==> src/rtl/regfile_wb_arbiter.sv <==
// Round-robin writeback arbiter for the register bank write port,
// plus the destination scoreboard that tracks pending writebacks.
module regfile_wb_arbiter #(
  parameter int NUM_REQ = 2,
  parameter int DATA_W  = 32,
  parameter int IDX_W   = 4
) (
  input  logic                      clk,
  input  logic                      rst_async,
  input  logic [NUM_REQ-1:0]        req_valid,
  output logic [NUM_REQ-1:0]        req_ready,
  input  logic [NUM_REQ*IDX_W-1:0]  req_index,
  input  logic [NUM_REQ*DATA_W-1:0] req_data,
  input  logic                      claim_valid,
  input  logic [IDX_W-1:0]          claim_index,
  output logic                      claim_ready,
  output logic                      write_en,
  output logic [IDX_W-1:0]          write_index,
  output logic [DATA_W-1:0]         write,
  output logic [2**IDX_W-1:0]       busy
);

  localparam int NREG  = 2**IDX_W;
  localparam int PTR_W = $clog2(NUM_REQ);

  logic [PTR_W-1:0]  rr_ptr_q;
  logic [PTR_W-1:0]  rr_ptr_d;
  logic [PTR_W-1:0]  win;
  logic              found;
  logic [IDX_W-1:0]  sel_idx;
  logic [DATA_W-1:0] sel_data;

  logic              write_en_q;
  logic [IDX_W-1:0]  write_index_q;
  logic [DATA_W-1:0] write_q;
  logic [NREG-1:0]   busy_q;
  logic [NREG-1:0]   busy_d;

  // Pick the first valid requester starting at rr_ptr, wrapping.
  always_comb begin
    int j;
    j     = 0;
    found = 1'b0;
    win   = '0;
    for (int k = 0; k < NUM_REQ; k++) begin
      j = int'(rr_ptr_q) + k;
      if (j >= NUM_REQ) j = j - NUM_REQ;
      if (!found && req_valid[j]) begin
        found = 1'b1;
        win   = PTR_W'(j);
      end
    end
    if (rst_async) found = 1'b0;
  end

  // One-hot ready, selected payload and next pointer.
  always_comb begin
    req_ready = '0;
    for (int i = 0; i < NUM_REQ; i++) begin
      req_ready[i] = found && (int'(win) == i);
    end
    sel_idx  = req_index[int'(win)*IDX_W +: IDX_W];
    sel_data = req_data[int'(win)*DATA_W +: DATA_W];
    rr_ptr_d = rr_ptr_q;
    if (found) begin
      if (win == PTR_W'(NUM_REQ-1)) rr_ptr_d = '0;
      else                          rr_ptr_d = win + 1'b1;
    end
  end

  // Release on bank write, then claim; claim wins a same-edge tie.
  always_comb begin
    busy_d = busy_q;
    if (write_en_q) busy_d[write_index_q] = 1'b0;
    if (claim_valid && claim_ready && claim_index != '0)
      busy_d[claim_index] = 1'b1;
    busy_d[0] = 1'b0;
  end

  // Claims stall on a pending register; r0 is never tracked.
  assign claim_ready = !rst_async &&
                       (claim_index == '0 || !busy_q[claim_index]);

  // Round-robin pointer advances past each granted requester.
  always_ff @(posedge clk or posedge rst_async) begin
    if (rst_async) rr_ptr_q <= '0;
    else           rr_ptr_q <= rr_ptr_d;
  end

  // Registered write port; r0 accepts are swallowed.
  always_ff @(posedge clk or posedge rst_async) begin
    if (rst_async) begin
      write_en_q    <= 1'b0;
      write_index_q <= '0;
      write_q       <= '0;
    end else if (found) begin
      write_en_q    <= (sel_idx != '0);
      write_index_q <= sel_idx;
      write_q       <= sel_data;
    end else begin
      write_en_q    <= 1'b0;
    end
  end

  // Scoreboard state.
  always_ff @(posedge clk or posedge rst_async) begin
    if (rst_async) busy_q <= '0;
    else           busy_q <= busy_d;
  end

  assign write_en    = write_en_q;
  assign write_index = write_index_q;
  assign write       = write_q;
  assign busy        = busy_q;

endmodule

==> config.mk <==
export PLATFORM = sky130hd
export DESIGN_NAME = regfile_wb_arbiter
export DESIGN_NICKNAME = d
export VERILOG_FILES = /design/src/rtl/regfile_wb_arbiter.sv
export SDC_FILE = /design/constraint.sdc
export NUM_CORES = 1
export LEC_CHECK = 0
export CAP_MARGIN = 0
export CORE_UTILIZATION = 44
export DETAILED_ROUTE_END_ITERATION = 6
export PLACE_DENSITY = 0.95
export REMOVE_ABC_BUFFERS = 1
export SLEW_MARGIN = 40
export SYNTH_ARGS = -nofsm -noshare
export SYNTH_HDL_FRONTEND = slang
export SYNTH_SLANG_ARGS = --single-unit
==> constraint.sdc <==
create_clock -name clk -period 5.1 [get_ports clk]
set_clock_uncertainty 0.2 [all_clocks]
set_input_delay 0.765 -clock clk [delete_from_list [all_inputs] [get_ports clk]]
set_output_delay 0.765 -clock clk [all_outputs]
set_load 0.05 [all_outputs]
==> reports/qor.yml <==
outcome: "complete, no violations"
gp_congestion: 0.9258
netlist_area_mm2: 0.002758
crit_path_end: "claim_ready"
muxShareOfSynthArea_pct: 3.131
finalCritPeriodShare_pct: 85.37
ir_worst_vdd_mv: 0.3610
area_growth_pct: 54.76
cts_buffer_depth: 2
avgViaCountPerCell: 6.062
max_freq_mhz: 229.7
antenna_found_initial: 0
setup.worst_path.class: "in2out"
dr.pass1.iters: 4
nFillCells: 422
crit_slowest_cell: "clkdlybuf4s50_1"
cts_buffers: 5
die_x_um: 81.17
drt_iter0_drc: 137
grtUsageMet3_pct: 6.067
routedWlPerCell_um: 18.02
insertion_delay_ns: 0.31
grtUsageTotal_pct: 25.33
r2r_slack_ns: 3.38
coreArea_mm2: 0.005991
rows: 28
num_vias: 2722
setup_violations: 0
setup_ws_ns: 0.7459
p_leak_nw: 1.703
layout_common_cells: "134 x clkdlybuf4s50_1, 53 x dfrtp_1, 32 x and4_1, 32 x a221o_1, 18 x o21ai_0"
seq_area_frac_synth_pct: 48.09
synth_top_area_share_pct: 48.09
drc: 0
rsz0062_at_grt: "false"
regArea_mm2: 0.001326
root_buffer: "clkbuf_8"
startpoint: "claim_index[0]"
cts_tree: "done"
synthArstFlopShare_pct: 100.0
cap_viol_max_count: 0
initial_utilization_pct: 46.03
syn_avg_cell_area_um2: 11.16
cpMostUsedCell: "clkdlybuf4s50_1"
grt_max_degree: 42
reg2reg_to: "busy[8]$_DFF_PP0_"
powerDensity_mw_per_mm2: 420.9
worstSetupEndpointType: "output port"
slew_viol_final: 0
critical_path_required_ns: 4.14
path_clk_slew_ns: 0.10
hold_viol: 0
io_buffer_count: 135
die-height_um: 81.17
relSlewSlack_pct: 62.92
cp_cell_sequence: "clkdlybuf4s50_1 -> mux2_2 -> a222oi_1 -> o311a_1 -> clkdlybuf4s50_1"
worstMarginPinSlew_ns: 0.5487
r2r_start: "busy[14]$_DFF_PP0_"
postCtsSetupBuffers: 0
n_antenna_cell: 0
max_stage_delay_ns: 0.80
reg2reg_depth: 4
die_area_mm2: 0.006588
ant_nets: 0
clock_sinks: 53
synth_top_area_cell: "dfrtp_1"
overflow: 0
cts_htree_levels: 2
synth_compound_area_share_pct: 23.00
grt_pass1_wl_um: 12570
nets: 454
synth-seq-cells: 53
grt-busiest-layer: "met2"
cp_max_fo: 14
hp-class: "reg2reg"
synth_top_family_by_area: "compound AO/OA/AOI/OAI gates"
cp-start-kind: "input pin"
yosysWarnings: 0
tns_ns: 0
grt.met1_usage_pct: 32.59
synthAdderAreaFrac_pct: 0
ctsHoldBuffers: 0
worstPathArrival_ns: 3.39
yosys.area_share.simple_pct: 20.69
ios: 137
synthCells: 247
mostFrequentLayoutCell: "clkdlybuf4s50_1"
synth_edf_count: 0
ys.flop_type: "dfrtp_1"
synth_cell_types: 44
finalWirelength_um: 8090
synth_xor_area_share_pct: 0
place_hpwl_um: 6024
place_ws_ns: 0.7891
min_period_ns: 4.354
cts_resized: 0
grt_pass1_vias: 2615
multi_input_area_mm2: 0.001303
met2_usage_pct: 42.94
ys_top_cells_by_area: "dfrtp_1 48%, a221o_1 12%, and4_1 10%, o21ai_0 3.3%, clkbuf_1 2.5%"
drive_above_1_share_pct: 9.626
min_delay_path_depth: 1
-- where the power goes --
group          internal, mW  leakage (nW)  total, mW  switching (mW)
Clock                 0.160        0.0585      0.296           0.136
Sequential            0.522         0.637      0.615          0.0927
Combinational         0.347          1.01      0.886           0.539
Total                  1.03          1.70       1.80           0.767
-- worst max-delay path: cells and delay by family --
family                 cells  cell delay (ns)
buffers and inverters      2             1.59
AO/OA/AOI/OAI              2             0.62
multiplexers               1             0.40
-- flip-flops by register name, summed over array words and instances, names as in the netlist --
signal,flops
write_index,4
write,32
busy,15
write_en,1
rr_ptr_q,1
-- worst min path at each step --
stage                                      from                     to  slack [ns]
after floorplan            rr_ptr_q$_DFFE_PP0P_   rr_ptr_q$_DFFE_PP0P_        0.28
after global placement    write[18]$_DFFE_PP0P_  write[18]$_DFFE_PP0P_        0.30
after detailed placement  write[15]$_DFFE_PP0P_  write[15]$_DFFE_PP0P_        0.30
after CTS                     busy[4]$_DFF_PP0_      busy[4]$_DFF_PP0_        0.32
after global routing          busy[4]$_DFF_PP0_      busy[4]$_DFF_PP0_        0.34
final                         busy[5]$_DFF_PP0_      busy[5]$_DFF_PP0_        0.32
-- routing by layer --
layer / routed length (um) / share of wire (%) / vias up
li1: - / - / 1258
met1: 3290 / 41 / 1315
met2: 4081 / 50 / 141
met3: 646 / 8.0 / 8
met4: 72 / 0.89 / 0
met5: 0 / 0 / -
-- area by class of cell --
| type | instances | area share (%) |
|---|---|---|
| sequential | 53 | 31.08 |
| multi-input combinational | 167 | 30.52 |
| clock buffer | 7 | 2.023 |
| tap | 75 | 2.199 |
| clock inverter | 1 | 0.7036 |
| timing repair buffer | 142 | 33.13 |
| inverter | 4 | 0.3518 |
-- cell usage after synthesis, types with 2 or more instances --
cell,instances
a21bo_2,4
a21oi_1,3
a221o_1,32
a22o_2,2
a31oi_1,6
and2b_2,2
and4_1,32
buf_4,2
clkbuf_1,18
clkbuf_8,2
dfrtp_1,53
inv_1,4
mux2_2,4
nand2_1,4
nand2b_1,5
nand3_1,8
nand3b_1,2
nor2_1,9
nor4_1,8
o21ai_0,18
o31ai_1,5
or3_1,2
-- cell families after synthesis --
logic type,Yosys count
AND/OR/NAND/NOR,82
AO/OA/AOI/OAI,78
flip-flops,53
buffers and inverters,27
multiplexers,6
other,1
-- metrics by stage --
stage / hold slack (ns) / power (mW) / cells / cell area, um2 / utilization (%)
6_report: 0.3195 / 1.796 / 449 / 4268 / 71.24
5_1_grt: 0.3396 / 1.873 / 449 / 4268 / 71.24
4_1_cts: 0.3248 / 1.803 / 449 / 4268 / 71.24
3_5_place_dp: 0.2996 / 1.509 / 441 / 4151 / 69.30
3_3_place_gp: 0.2961 / 1.487 / 441 / 4151 / 69.30
2_1_floorplan: 0.2804 / 1.148 / 224 / 2636 / -
No activity file was read; power rests on OpenSTA's default activity.
